--- config.mk ---
export PLATFORM = sky130hd
export DESIGN_NAME = dmem_arbiter
export DESIGN_NICKNAME = d
export VERILOG_FILES = /design/src/rtl/dmem_arb_pkg.sv /design/src/rtl/rr_pick2.sv /design/src/rtl/dmem_arbiter.sv
export SDC_FILE = /design/constraint.sdc
export NUM_CORES = 1
export LEC_CHECK = 0
export ABC_AREA = 1
export BUFFER_PORTS_ARGS = -buffer_cell sky130_fd_sc_hd__buf_4
export CAP_MARGIN = 25
export CORE_AREA = 2 2 121 123
export DETAILED_ROUTE_END_ITERATION = 16
export DIE_AREA = 0 0 123 125
export GPL_TIMING_DRIVEN = 0
export MAX_ROUTING_LAYER = met4
export SETUP_SLACK_MARGIN = 0.4
export SYNTH_ARGS = -nofsm -noshare
export SYNTH_HDL_FRONTEND = slang
export SYNTH_HIERARCHICAL = 1
export SYNTH_SLANG_ARGS = --single-unit
--- constraint.sdc ---
create_clock -name clk -period 3.3 [get_ports clk]
set_clock_uncertainty 0.15 [all_clocks]
set_input_delay 0.165 -clock clk [delete_from_list [all_inputs] [get_ports clk]]
set_output_delay 0.165 -clock clk [all_outputs]
set_load 0.01 [all_outputs]
--- src/rtl/dmem_arb_pkg.sv ---
// Shared types for the data-memory arbiter: FSM states, requester ids and
// the memory request record steered from the winning port.
package dmem_arb_pkg;

  // Widths of the request record; the arbiter's AW/DW must not exceed these.
  localparam int REQ_AW = 32;
  localparam int REQ_DW = 32;

  typedef enum logic [1:0] {
    IDLE = 2'd0,
    RR   = 2'd1,
    LOCK = 2'd2
  } arb_state_e;

  typedef enum logic {
    ID_CORE = 1'b0,
    ID_DMA  = 1'b1
  } req_id_e;

  typedef struct packed {
    logic              we;
    logic [REQ_AW-1:0] addr;
    logic [REQ_DW-1:0] wdata;
    logic [3:0]        be;
  } mem_req_t;

endpackage

--- src/rtl/rr_pick2.sv ---
// Two-way round-robin picker: req[0] is the core, req[1] the DMA. On a tie
// the requester that did not win last time is chosen.
module rr_pick2
  import dmem_arb_pkg::*;
(
  input  logic [1:0] req,
  input  req_id_e    last,
  output req_id_e    winner,
  output logic       any
);

  // Pick the winner from the request pair and the previous owner.
  always_comb begin
    winner = ID_CORE;
    any    = 1'b0;
    case (req)
      2'b01: begin
        winner = ID_CORE;
        any    = 1'b1;
      end
      2'b10: begin
        winner = ID_DMA;
        any    = 1'b1;
      end
      2'b11: begin
        winner = (last == ID_DMA) ? ID_CORE : ID_DMA;
        any    = 1'b1;
      end
      default: begin
        winner = ID_CORE;
        any    = 1'b0;
      end
    endcase
  end

endmodule

--- src/rtl/dmem_arbiter.sv ---
// Data-memory arbiter between the RV32I core (port 0) and a DMA/loader
// (port 1). One grant per cycle, round-robin on ties, optional DMA bus lock.
// Read data returns one cycle after the grant and is steered by an owner
// register. Optional lock timeout: define DMEM_ARB_LOCK_TIMEOUT_EN to bound
// the lock to LOCK_MAX grants while the core waits (sets sticky lock_err).
module dmem_arbiter
  import dmem_arb_pkg::*;
#(
  parameter int AW       = 32,
  parameter int DW       = 32,
  parameter int LOCK_MAX = 64
) (
  input  logic          clk,
  input  logic          rst,
  input  logic          cancel_data_memory,
  input  logic          c_req,
  input  logic          c_we,
  input  logic [AW-1:0] c_addr,
  input  logic [DW-1:0] c_wdata,
  input  logic [3:0]    c_be,
  input  logic          d_req,
  input  logic          d_we,
  input  logic [AW-1:0] d_addr,
  input  logic [DW-1:0] d_wdata,
  input  logic [3:0]    d_be,
  input  logic          d_lock,
  output logic          c_gnt,
  output logic          d_gnt,
  output logic          c_rvalid,
  output logic          d_rvalid,
  output logic [DW-1:0] c_rdata,
  output logic [DW-1:0] d_rdata,
  output logic          core_stall,
  output logic          mem_en,
  output logic          mem_we,
  output logic [AW-1:0] mem_addr,
  output logic [DW-1:0] mem_wdata,
  output logic [3:0]    mem_be,
  input  logic [DW-1:0] mem_rdata,
  output logic          lock_err
);

  arb_state_e state_r, next_state_s;
  req_id_e    last_r;
  req_id_e    pick_last_s;
  req_id_e    pick_winner_s;
  logic       pick_any_s;
  logic       c_eff_s;
  logic       c_gnt_s, d_gnt_s;
  logic       timeout_s;
  logic       owner_vld_r;
  req_id_e    owner_id_r;
  mem_req_t   win_req_s;

  assign c_eff_s = c_req & ~cancel_data_memory;

`ifdef DMEM_ARB_LOCK_TIMEOUT_EN
  localparam int CW = $clog2(LOCK_MAX + 1);
  logic [CW-1:0] lock_cnt_r;
  logic          lock_err_r;

  // A waiting core breaks the lock once LOCK_MAX locked beats have gone by.
  assign timeout_s = (state_r == LOCK) && (lock_cnt_r >= CW'(LOCK_MAX)) && c_eff_s;

  // Count locked DMA grants; cleared whenever the FSM is not staying in LOCK.
  always_ff @(posedge clk or negedge rst) begin
    if (!rst) begin
      lock_cnt_r <= '0;
    end else if (next_state_s != LOCK) begin
      lock_cnt_r <= '0;
    end else if (d_gnt_s && d_lock && (lock_cnt_r < CW'(LOCK_MAX))) begin
      lock_cnt_r <= lock_cnt_r + CW'(1);
    end else begin
      lock_cnt_r <= lock_cnt_r;
    end
  end

  // Sticky record that a lock had to be broken.
  always_ff @(posedge clk or negedge rst) begin
    if (!rst) begin
      lock_err_r <= 1'b0;
    end else begin
      lock_err_r <= lock_err_r | timeout_s;
    end
  end

  assign lock_err = lock_err_r;
`else
  assign timeout_s = 1'b0;
  assign lock_err  = 1'b0;
`endif

  // A broken lock hands the tie to the core by pretending the DMA won last.
  assign pick_last_s = timeout_s ? ID_DMA : last_r;

  rr_pick2 u_pick (
    .req    ({d_req, c_eff_s}),
    .last   (pick_last_s),
    .winner (pick_winner_s),
    .any    (pick_any_s)
  );

  // State register.
  always_ff @(posedge clk or negedge rst) begin
    if (!rst) begin
      state_r <= IDLE;
    end else begin
      state_r <= next_state_s;
    end
  end

  // Next state and grants; the cycle d_lock drops is arbitrated as RR.
  always_comb begin
    next_state_s = state_r;
    c_gnt_s      = 1'b0;
    d_gnt_s      = 1'b0;
    case (state_r)
      IDLE: begin
        next_state_s = RR;
      end
      RR: begin
        c_gnt_s = pick_any_s && (pick_winner_s == ID_CORE);
        d_gnt_s = pick_any_s && (pick_winner_s == ID_DMA);
        if (d_gnt_s && d_lock) begin
          next_state_s = LOCK;
        end else begin
          next_state_s = RR;
        end
      end
      LOCK: begin
        if (timeout_s) begin
          c_gnt_s      = pick_any_s && (pick_winner_s == ID_CORE);
          d_gnt_s      = pick_any_s && (pick_winner_s == ID_DMA);
          next_state_s = RR;
        end else if (d_lock) begin
          d_gnt_s      = d_req;
          next_state_s = LOCK;
        end else begin
          c_gnt_s      = pick_any_s && (pick_winner_s == ID_CORE);
          d_gnt_s      = pick_any_s && (pick_winner_s == ID_DMA);
          next_state_s = RR;
        end
      end
      default: begin
        next_state_s = IDLE;
      end
    endcase
  end

  // Remember who was granted last for the round-robin tie break.
  always_ff @(posedge clk or negedge rst) begin
    if (!rst) begin
      last_r <= ID_DMA;
    end else if (c_gnt_s) begin
      last_r <= ID_CORE;
    end else if (d_gnt_s) begin
      last_r <= ID_DMA;
    end else begin
      last_r <= last_r;
    end
  end

  // Steer the winning request onto the memory port; all zero with no grant.
  always_comb begin
    win_req_s = '0;
    if (c_gnt_s) begin
      win_req_s.we    = c_we;
      win_req_s.addr  = REQ_AW'(c_addr);
      win_req_s.wdata = REQ_DW'(c_wdata);
      win_req_s.be    = c_be;
    end else if (d_gnt_s) begin
      win_req_s.we    = d_we;
      win_req_s.addr  = REQ_AW'(d_addr);
      win_req_s.wdata = REQ_DW'(d_wdata);
      win_req_s.be    = d_be;
    end else begin
      win_req_s = '0;
    end
  end

  // Owner pipeline: tag each read grant so its data returns to the right port.
  always_ff @(posedge clk or negedge rst) begin
    if (!rst) begin
      owner_vld_r <= 1'b0;
      owner_id_r  <= ID_CORE;
    end else begin
      owner_vld_r <= (c_gnt_s | d_gnt_s) & ~win_req_s.we;
      owner_id_r  <= d_gnt_s ? ID_DMA : ID_CORE;
    end
  end

  assign c_gnt      = c_gnt_s;
  assign d_gnt      = d_gnt_s;
  assign core_stall = c_eff_s & ~c_gnt_s;
  assign mem_en     = c_gnt_s | d_gnt_s;
  assign mem_we     = win_req_s.we;
  assign mem_addr   = AW'(win_req_s.addr);
  assign mem_wdata  = DW'(win_req_s.wdata);
  assign mem_be     = win_req_s.be;
  assign c_rvalid   = owner_vld_r & (owner_id_r == ID_CORE);
  assign d_rvalid   = owner_vld_r & (owner_id_r == ID_DMA);
  assign c_rdata    = mem_rdata;
  assign d_rdata    = mem_rdata;

endmodule

Yosys cells after proc, flatten, opt, wreduce, memory -nomap -nowiden

Index checks and enable logic that the tools add are counted.

Reductions and logical operators: 6
Multiplexer cells: 15
Bitwise gates (word level): 11
Equality and inequality tests: 5

Operator list:

| operator                                      | number |
|---|---|
| 2-to-1 mux 69 bit                             | 2 |
| 2-to-1 mux 1 bit                              | 7 |
| == test 2 bit, second input constant          | 3 |
| one-hot mux 1 bit (2 select lines)            | 3 |
| one-hot mux 2 bit (3 select lines)            | 1 |
| bitwise AND 1 bit                             | 5 |
| NOT 1 bit                                     | 5 |
| == test 2 x 1 -> 1 bit, second input constant | 2 |
| 2-to-1 mux 2 bit                              | 2 |
| logical AND 1 bit                             | 3 |
| OR reduction 3 bit                            | 1 |
| logical NOT 2 bit                             | 1 |
| nonzero test 2 bit                            | 1 |
| OR 1 bit                                      | 1 |

Input bits: 176
Output and inout bits: 140
Bits in registers: 5

Logic depth before layout (Yosys ltp)

Gate-level depths: netlist of run 1.

Depth in word-level cells: 12
Depth in mapped cells: 12

Modules after synthesis

Netlist of run 1, hierarchy kept.

By module, submodules not included:

| module       | times used | area an instance (um2) | cells each |
|---|---|---|---|
| dmem_arbiter | 1          | 1856.8                 | 341 |
| rr_pick2     | 1          | 15.0                   | 3 |

Worst setup path after synthesis of run 1

No wires, ideal clock.

Kind: register to output
Start: register state_r[0]
End: output mem_addr[25]
Cell stages (with the launch flop): 10
Data arrival time: 1.463 ns
Required time: 2.985 ns
Slack: 1.522 ns
Path through: dfrtp_1 > inv_1 > ha_1 > inv_1 > nor2_2 > nand2_4 > inv_4 > buf_2 > nand2_1 > o21ai_0

RTL lines:

| what                                                           | line                | RTL |
|---|---|---|
| start: declaration                                             | dmem_arbiter.sv:43  | `arb_state_e state_r, next_state_s;` |
| start signal: assignment                                       | dmem_arbiter.sv:108 | `state_r <= next_state_s;` |
| == test 2 bit / == test 2 x 1 -> 1 bit (equally long branches) | dmem_arbiter.sv:117 | `case (state_r)` |
| one-hot mux 1 bit (2 select lines) *                           | dmem_arbiter.sv:117 |  |
| via c_gnt                                                      | dmem_arbiter.sv:27  | `output logic c_gnt,` |
| 2-to-1 mux 69 bit *                                            | dmem_arbiter.sv:166 | `if (c_gnt_s) begin` |
| end: declaration                                               | dmem_arbiter.sv:36  | `output logic [AW-1:0] mem_addr,` |

Mark *: on every way through the listed nets, which the timed path passes. The rest lies on a longest branch.

Worst setup path in the final report of run 1

Start: register state_r[1]
End: output mem_wdata[17]

Longest elaborated chain between the ends: 4

Ends and longest elaborated chain:

| what                                                           | line                | RTL |
|---|---|---|
| == test 2 bit / == test 2 x 1 -> 1 bit (equally long branches) | dmem_arbiter.sv:117 |  |
| one-hot mux 1 bit (2 select lines)                             | dmem_arbiter.sv:117 |  |
| 2-to-1 mux 69 bit                                              | dmem_arbiter.sv:171 | `end else if (d_gnt_s) begin` |
| 2-to-1 mux 69 bit *                                            | dmem_arbiter.sv:166 |  |
| end: declaration                                               | dmem_arbiter.sv:37  | `output logic [DW-1:0] mem_wdata,` |

Every way passes the cells marked *; elsewhere a longest branch is shown, timed or not.

==> reports/metrics.csv, run 1 <==
metric;value;unit
cts_buffers;3;
worstHoldStart;d_lock;
synth_top_cell_by_area;nand2_1;
cap_violations;0;
fin_crit;2480;ps
r2r-end;owner_vld_r$_DFF_PN0_;
ios;316;
cts_tree;yes;
drtIter0Drc;91;
synth_area_leaders;nand2_1, buf_4, o21ai_0, dfrtp_1, buf_2;
antenna_found_initial;0;
grt_pass1_wl;14.8;mm
clock-sinks;5;
diodes;0;
grt_pass1_vias;2881;
netlist.area_leader.share;0.289;
hold_viol;0;
synth_area_per_cell;5.44;µm²
cts_root_buf;clkbuf_16;
ys.warnings.count;6;
core_area;14200;µm²
ir_worst_vdd;203;µV
critPathLaunchType;flop;
die_area;15400;µm²
cp.required;2980;ps
avgViaCountPerCell;3.76;
dr.pass1.iters;4;
drcViolationCount;0;
clock_latency;230;ps
syn2layout_area_growth;130;%
portBuffers;282;
rows;44;
p_per_area;405;nW/µm²
critical_path_arrival;2160;ps
num_vias;3062;
final_core_util;0.303;
rsz0062_at_grt;false;
layout_common_cells;buf_4, nand2_1, o21ai_0, buf_2, inv_1;
start_util;0.132;
fin_setup_tns;0;ps
dieHeight;125;µm
hold-path-cell-count;3;
dieWidth;123;µm
syn_inst;344;
grt.overflow.total;0;
r2r_start;state_r[0]$_DFF_PN0_;
wl_per_cell;12.6;µm
place_congestion;0.757;
post-cts-setup-buffers;0;
setup_viol;0;
crit_fanout;10;
finalCritPeriodShare;0.751;
path_class;flop to primary output;
r2r_cells;11;
clkTransAtPathRegs;30;ps
syn_area;1870;µm²
rrSetupSlack;1400;ps
p_leak;2.50;nW
clk_path_buf_depth;2;
seq_area_frac_synth;0.0675;
max_clock_freq;404;MHz
layout.nets;812;
htree_num_levels;1;
syn_nets;524;
yosysUniqueCellTypes;23;
routed_wl;10.3;mm
final_common_cell;buf_4;
place_hpwl;8.59;mm
ant_nets;0;
status;finished, final reports clean;
min_to;state_r[1]$_DFF_PN0_;
drv_slew;0;
grt_max_degree;11;
ys_seq_elements;5;
drive_gt1_frac;0.605;
endpoint_kind;primary output;
hp-class;primary input to flop;
track_usage;0.124;
[what timing repair did]
action,CTS,global route
gates resized for setup,0,0
hold buffers,1,0
hold endpoints to repair,5,0
[per-stage QoR]
step	std cells	instance area, µm²	total power [mW]	hold WS, ps	setup WS [ps]
final	815	4310	1.75	70.4	822
after global routing	815	4310	1.91	93.3	622
after CTS	815	4310	1.78	60.4	759
after detailed placement	810	4220	1.57	-181	1020
after global placement	810	4220	1.56	-182	1000
after floorplan	344	1870	0.808	-281	1520
[critical path, cell delays in order, from the launching register on]
cell and delay [ps]:
dfrtp_1 370, inv_1 70, ha_1 310, inv_1 60, nor2_2 140, nand2_4 130, inv_4 170, buf_2 250
nand2_1 70, o21ai_0 160, buf_4 200
[synth_stat cells (all sizes together)]
library cell and number:
or2 1, inv 15, nor3 1, a21oi 4, ha 4, nand3 2
conb 1, dfstp 1, buf 86, o21ai 69, dfrtp 4, nor2 8
nand2 147, o21bai 1
[layout make-up]
class                   instances  area (µm²)
fillers                      1607        9900
multi-input cells             238        1070
inverters                      15        58.8
flip-flops and latches          5         126
plain buffers                  86         621
clock buffers                   4        78.8
repair buffers                283        2130
well taps                     184         230
[routing by layer]
layer,up-vias,track usage,share of wire
met5,-,-,0
met4,0,0.0100,0
met3,0,0.0114,0.075
met2,146,0.218,0.51
met1,1331,0.159,0.42
li1,1585,-,-
[state kept, by name, indices dropped and copies added, names as in the netlist]
signal       count
owner_id_r       1
last_r           1
state_r          2
owner_vld_r      1
[where the power goes]
| group | internal, mW | leakage [nW] | switching [mW] |
|---|---|---|---|
| Clock | 0.160 | 0.0382 | 0.0410 |
| Sequential | 0.0894 | 0.0618 | 0.0151 |
| Combinational | 0.692 | 2.40 | 0.748 |
[how the worst max path moves through the flow]
stage	endpoint	start	depth (start not counted)
floorplan	mem_addr[25]	state_r[0]$_DFF_PN0_	9
global placement	mem_wdata[1]	state_r[0]$_DFF_PN0_	10
detailed placement	mem_wdata[1]	state_r[0]$_DFF_PN0_	10
CTS	mem_wdata[1]	state_r[0]$_DFF_PN0_	10
global route	mem_wdata[1]	state_r[0]$_DFF_PN0_	10
finish	mem_wdata[17]	state_r[1]$_DFF_PN0_	10
[logic make-up after synthesis]
logic type,synth area share
adders and majority gates,0.0267
buffers and inverters,0.363
DFF,0.0675
and+or+nand+nor,0.336
other,0.00200
AOI/OAI and AO/OA,0.205
Power figures use the tool's default switching activity.
==> inputs of run 2 (changes only) <==
--- a/config.mk
+++ b/config.mk
@@ -5,12 +5,12 @@
 export SDC_FILE = /design/constraint.sdc
 export NUM_CORES = 1
 export LEC_CHECK = 0
-export ABC_AREA = 1
+export ABC_AREA = 0
 export BUFFER_PORTS_ARGS = -buffer_cell sky130_fd_sc_hd__buf_4
 export CAP_MARGIN = 25
-export CORE_AREA = 2 2 121 123
+export CORE_AREA = 2 2 123 125
 export DETAILED_ROUTE_END_ITERATION = 16
-export DIE_AREA = 0 0 123 125
+export DIE_AREA = 0 0 125 127
 export GPL_TIMING_DRIVEN = 0
 export MAX_ROUTING_LAYER = met4
 export SETUP_SLACK_MARGIN = 0.4
==> constraint.sdc (replaced) <==
create_clock -name clk -period 2.6 [get_ports clk]
set_clock_uncertainty 0.15 [all_clocks]
set_input_delay 0.13 -clock clk [delete_from_list [all_inputs] [get_ports clk]]
set_output_delay 0.13 -clock clk [all_outputs]
set_load 0.01 [all_outputs]
==> run 2 against run 1 <==
  * Count of clock-buffer cells in the layout stayed put
  * Die area is 3.3% higher
  * Register-to-register slack worse by 820 ps
  * Sequential share of layout area is 0.75 points lower
  * Routed wire length is 11% higher
  * Critical path type unchanged
==> reports/metrics.csv, run 2 <==
metric;value;unit;change
netlist.area_leader.share;0.242;;-0.0469
ys.flop_type;dfrtp_1;;
p_clk_frac;0.075;;-0.040
finalWorstSetupSlack;289;ps;-533 ps
synth_edf_count;0;;unchanged
p_per_area;585;nW/µm²;+44%
drive_gt1_frac;0.891;;+0.286
dpl_worst_slack;398;ps;-625 ps
final_common_cell;buf_4;;
endpoint_kind;primary output;;
critPathLaunchType;flop;;
synth_most_common_cell;buf_4;;
seqPwrFrac;0.039;;-0.021
p_leak;2.89;nW;+15%
routed_wl;11.4;mm;+11%
hp-class;primary input to flop;;
postSynth.asyncResetShare;1.00;;unchanged
core_area;14400;µm²;+1.6%
setup_viol;0;;unchanged
avgViaCountPerCell;3.98;;+6.0%
p_switching;1.42;mW;+76%
hold_viol;0;;unchanged
syn_inst;263;;-24%
fillerInstances;1428;;-11%
cts_tree;yes;;
syn_area;2110;µm²;+13%
dieHeight;127;µm;+1.6%
ant_nets;0;;unchanged
start_util;0.146;;+0.0146
p_int;1.97;mW;+110%
clkTransAtPathRegs;30;ps;about the same
clk_path_buf_depth;2;;unchanged
crit_fanout;7;;-3
dieWidth;125;µm;+1.6%
grt_pass1_vias;2859;;-0.76%
wl_per_cell;15.1;µm;+20%
ff_latch_area;126;µm²;unchanged
antenna_found_initial;0;;unchanged
cap_violations;0;;unchanged
ys.warnings.count;6;;unchanged
die_area;15900;µm²;+3.3%
largest_register_ffs;2;;unchanged
clock_latency;230;ps;about the same
status;finished, final reports clean;;
ys_seq_elements;5;;unchanged
track_usage;0.121;;-0.00277
htree_num_levels;1;;unchanged
ir_worst_vdd;320;µV;+58%
multiInputGateArea;1970;µm²;+85%
ios;316;;unchanged
grt_pass1_wl;15.0;mm;+1.4%
num_vias;3004;;-1.9%
swShare;0.418;;-0.0422
synth_area_per_cell;8.03;µm²;+47%
layout.nets;751;;-7.5%
portBuffers;282;;unchanged
cts_buffers;3;;unchanged
largest-register;state_r;;
yosysUniqueCellTypes;30;;+30%
grt.overflow.total;0;;unchanged
diodes;0;;unchanged
dr.pass1.iters;4;;unchanged
place_area;4460;µm²;+5.7%
max_clock_freq;433;MHz;
combPwrFrac;0.886;;+0.061
synth_area_leaders;buf_4, o2bb2ai_1, o2bb2ai_2, nand2_1, buf_12;;
place_hpwl;8.64;mm;+0.68%
syn2layout_area_growth;175;%;
critical_path_arrival;2030;ps;-130 ps
place_congestion;0.757;;about the same
synth_top_cell_by_area;buf_4;;
cp.required;2320;ps;-660 ps
seq_area_frac_synth;0.0599;;-0.00764
finalCritPeriodShare;0.889;;
rows;44;;unchanged
synth_commonest_cells;buf_4, nand2_1, o2bb2ai_1;;
dp_cells;729;;-10%
finalPower;3.39;mW;+94%
syn_nets;443;;-15%
clock-sinks;5;;unchanged
layout_common_cells;buf_4, o2bb2ai_2, nand2_4, buf_6, nand2_1;;
finalInstanceArea;5790;µm²;+35%
drv_slew;0;;unchanged
rsz0062_at_grt;true;;
drtIter0Drc;20;;-78%
fin_setup_tns;0;ps;unchanged
stdcell_count;754;;-7.5%
drcViolationCount;0;;unchanged
cts_root_buf;clkbuf_16;;
grt_max_degree;11;;unchanged
path_class;flop to primary output;;
fin_crit;2310;ps;
run 2: changes by cell type in the layout (fill, tap and decap cells not counted), moves of 9 or more:
| cell | change |
|---|---|
| buf_12 | +16 |
| buf_2 | -12 |
| buf_4 | -18 |
| buf_6 | +26 |
| inv_1 | -9 |
| nand2_1 | -119 |
| nand2_2 | +11 |
| nand2_4 | +32 |
| o21ai_0 | -67 |
| o2bb2ai_1 | +10 |
| o2bb2ai_2 | +43 |
| o2bb2ai_4 | +16 |
run 2: what timing repair did:
item	CTS	global route
resized for setup	54	141
buffers inserted	9	3
endpoints found under the setup margin	69	72
hold endpoints to repair	6	0
cloned	1	6
hold buffers	2	0
pin swaps	20	70
run 2: layout make-up:
type / instances / area share
multi-input cells: 164 / 0.340
clock buffers: 4 / 0.0136
repair buffers: 303 / 0.435
well taps: 184 / 0.0397
flip-flops and latches: 5 / 0.0218
inverters: 6 / 0.00432
plain buffers: 88 / 0.146
run 2: worst paths after layout:
path,startpoint,end,slack (ps),depth (start not counted)
worst min-delay path,d_we,owner_vld_r$_DFF_PN0_,40,3
min in group asynchronous,rst,state_r[1]$_DFF_PN0_,100,2
max in group asynchronous,rst,last_r$_DFFE_PN1P_,2000,2
worst max register to register,state_r[0]$_DFF_PN0_,owner_vld_r$_DFF_PN0_,580,9
worst max-delay path,state_r[0]$_DFF_PN0_,mem_addr[9],290,9
worst min register to register,last_r$_DFFE_PN1P_,last_r$_DFFE_PN1P_,390,1
run 2: worst max-delay path, stage by stage (launching register included):
cell       delay (ps)
dfrtp_1           410
buf_4             160
ha_4              170
o2111ai_4         270
buf_12            200
buf_12            120
clkbuf_16         140
nand2_2            60
o2bb2ai_4         140
buf_6             120
run 2: cells by family after synthesis:
| group | Yosys count | synth area share |
|---|---|---|
| buffers and inverters | 94 | 0.363 |
| AND/OR/NAND/NOR | 81 | 0.167 |
| AO/OA/AOI/OAI | 78 | 0.385 |
| flip-flops | 5 | 0.0599 |
| adder cells (fa/ha/maj) | 4 | 0.0237 |
| other | 1 | 0.00178 |
run 2: stage by stage:
| step | hold WS (ps) | utilization |
|---|---|---|
| finish | 42.0 | 0.402 |
| detailed placement | -217 | 0.309 |
| global route | 57.9 | 0.402 |
| global placement | -217 | 0.309 |
| floorplan | -316 | - |
| CTS | 42.8 | 0.343 |
run 2: per-layer routing:
layer	vias to the layer above	track usage	part of all wire	wire length, µm
li1	1472	-	-	-
met1	1340	0.130	0.36	4150
met2	188	0.235	0.55	6290
met3	4	0.0193	0.079	897
met4	0	0.0255	0.0054	61
met5	-	-	0	0
run 2: power groups by stage:
stage / clock network [mW] / logic (mW) / registers [mW]
2_1_floorplan: 0 / 1.14 / 0.122
3_3_place_gp: 0 / 2.08 / 0.128
3_5_place_dp: 0 / 2.08 / 0.127
4_1_cts: 0.259 / 2.41 / 0.129
5_1_grt: 0.262 / 3.20 / 0.135
6_report: 0.255 / 3.01 / 0.131
==> inputs of run 3 (changes only) <==
--- a/config.mk
+++ b/config.mk
@@ -8,9 +8,10 @@
 export ABC_AREA = 0
 export BUFFER_PORTS_ARGS = -buffer_cell sky130_fd_sc_hd__buf_4
 export CAP_MARGIN = 25
-export CORE_AREA = 2 2 123 125
+export CORE_AREA = 2 2 121 123
+export CTS_BUF_LIST = sky130_fd_sc_hd__clkbuf_8
 export DETAILED_ROUTE_END_ITERATION = 16
-export DIE_AREA = 0 0 125 127
+export DIE_AREA = 0 0 123 125
 export GPL_TIMING_DRIVEN = 0
 export MAX_ROUTING_LAYER = met4
 export SETUP_SLACK_MARGIN = 0.4
==> run 3 against run 2 <==
  * Count of clock-buffer cells in the layout fell by 1
  * Maximum frequency grew 0.19%
  * Largest power group unchanged
  * Clock power fell by 45%
  * Flip-flop and latch count stayed put
  * Critical path type unchanged
  * Sequential share of layout area up 0.27 points
  * Register-to-register slack barely moved
  * Cell count down 1.2%
  * Die area decreased by 3.1%
  * Setup slack improved by 4.4 ps
  * Utilization down 3.9 points
  * Hold slack better by 29 ps
==> reports/metrics.csv, run 3 (synthesis results as in run 2) <==
metric;value;unit;change
status;finished, final reports clean;;
num_vias;2986;;-0.60%
hp-class;primary input to flop;;
dieHeight;125;µm;-1.6%
clkTransAtPathRegs;40;ps;about the same
layout.nets;742;;-1.2%
crit_fanout;5;;-2
endpoint_kind;primary output;;
fin_crit;2310;ps;-4.39 ps
p_switching;1.23;mW;-14%
path_cells;inv_2, ha_4, nor2b_4, o2111ai_4, buf_12, buf_12, clkbuf_16, nand2_1, o2bb2ai_2, buf_4;;
finalCritPeriodShare;0.887;;-0.00169
track_usage;0.117;;-0.00379
p_per_area;542;nW/µm²;-7.4%
path_class;flop to primary output;;
largest-register;state_r;;
grt.overflow.total;0;;unchanged
rows;44;;unchanged
critPathSlowestCell;dfrtp_1;;
cts_buffers;3;;unchanged
grt_max_degree;11;;unchanged
cts_root_buf;clkbuf_8;;
place_area;4460;µm²;unchanged
ff_latch_area;126;µm²;unchanged
combPwrFrac;0.903;;+0.017
ant_nets;0;;unchanged
portBuffers;282;;unchanged
seqPwrFrac;0.047;;+0.008
place_congestion;0.730;;-3.6%
layout_common_cells;buf_4, o2bb2ai_2, nand2_1;;
use_met1;0.126;;-0.00408
drtIter0Drc;46;;+130%
max_clock_freq;434;MHz;+0.19%
fin_setup_tns;0;ps;unchanged
finalPower;2.79;mW;-18%
cts_tree;yes;;
fin_hold_ws;71.1;ps;+29.1 ps
cp_top_family;buffers and inverters;;
p_clk_frac;0.050;;-0.025
cpPeakStageDelay;400;ps;about the same
grt_pass1_wl;14.0;mm;-7.2%
drv_slew;0;;unchanged
start_util;0.149;;+0.00227
die_area;15400;µm²;-3.1%
rsz0062_at_grt;true;;
critPathLaunchType;flop;;
wl_per_cell;14.2;µm;-5.8%
setup_viol;0;;unchanged
p_leak;2.67;nW;-7.6%
multiInputGateArea;1640;µm²;-17%
fillerInstances;1441;;+0.91%
gr-usage-met2;0.236;;+0.000975
core_area;14200;µm²;-1.5%
critical_path_arrival;2030;ps;about the same
place_hpwl;8.50;mm;-1.7%
avgViaCountPerCell;4.01;;+0.60%
crit_top_cell;buf_12;;
finalInstanceArea;5150;µm²;-11%
syn2layout_area_growth;144;%;
crit_buf_inv;5;;unchanged
cap_violations;0;;unchanged
top_usage_layer;met2;;
cp.required;2320;ps;about the same
hold_viol;0;;unchanged
routed_wl;10.6;mm;-6.9%
final_common_cell;buf_4;;
dieWidth;123;µm;-1.6%
drcViolationCount;0;;unchanged
diodes;0;;unchanged
clk_path_buf_depth;2;;unchanged
largest_register_ffs;2;;unchanged
clock_latency;220;ps;about the same
grt.met3_usage;0.00776;;-0.0115
drive_gt1_frac;0.847;;-0.0445
antenna_found_initial;0;;unchanged
htree_num_levels;1;;unchanged
ios;316;;unchanged
ir_worst_vdd;223;µV;-30%
swShare;0.439;;+0.0207
dr.pass1.iters;3;;-1
clock-sinks;5;;unchanged
final_core_util;0.363;;-0.0389
grt_pass1_vias;2898;;+1.4%
p_int;1.57;mW;-21%
[run 3: changes by cell type in the layout (fill, tap and decap cells not counted), sizes merged]
cell | previous run | this run
inv | 6 | 7
buf | 383 | 376
clkbuf | 10 | 7
[run 3: path summary, 6_finish.rpt]
check	from	slack, ps	depth (start not counted)	end
worst max-delay path	state_r[0]$_DFF_PN0_	290	10	mem_wdata[14]
worst min-delay path	d_lock	70	2	state_r[1]$_DFF_PN0_
worst max register to register	state_r[0]$_DFF_PN0_	590	9	owner_vld_r$_DFF_PN0_
worst min register to register	last_r$_DFFE_PN1P_	390	1	last_r$_DFFE_PN1P_
max in group asynchronous	rst	1990	2	last_r$_DFFE_PN1P_
min in group asynchronous	rst	120	2	owner_id_r$_DFF_PN0_
[run 3: per-stage QoR]
| step | std cells | setup slack [ps] |
|---|---|---|
| final | 745 | 294 |
| after global routing | 745 | 228 |
| after CTS | 741 | 291 |
| after detailed placement | 729 | 405 |
| after global placement | 729 | 451 |
| after floorplan | 263 | 771 |
[run 3: final cells by class]
| type | count | area share |
|---|---|---|
| timing repair buffer | 294 | 0.448 |
| multi-input combinational | 164 | 0.318 |
| buffer | 88 | 0.152 |
| tap | 184 | 0.0447 |
| sequential | 5 | 0.0245 |
| clock buffer | 3 | 0.00801 |
| inverter | 6 | 0.00486 |
| clock inverter | 1 | 0.000728 |
[run 3: timing repair]
| action | CTS | global route |
|---|---|---|
| hold buffers | 2 | 0 |
| setup endpoints to repair | 69 | 71 |
| hold endpoints to repair | 6 | 0 |
| buffers inserted | 6 | 2 |
| gates resized for setup | 21 | 85 |
| pin swaps | 11 | 50 |
| gates cloned | 0 | 2 |
[run 3: power groups by stage]
stage | clock network (mW) | registers, mW | logic [mW]
after floorplan | 0 | 0.122 | 1.14
after global placement | 0 | 0.127 | 2.04
after detailed placement | 0 | 0.128 | 2.07
after CTS | 0.141 | 0.128 | 2.22
after global routing | 0.149 | 0.135 | 2.69
final | 0.139 | 0.131 | 2.52
[run 3: layer usage]
metal  vias up  wire length (µm)
li1       1456                 -
met1      1358              3750
met3         4               830
met4         0                40
met5         -                 0
met2       168              5980
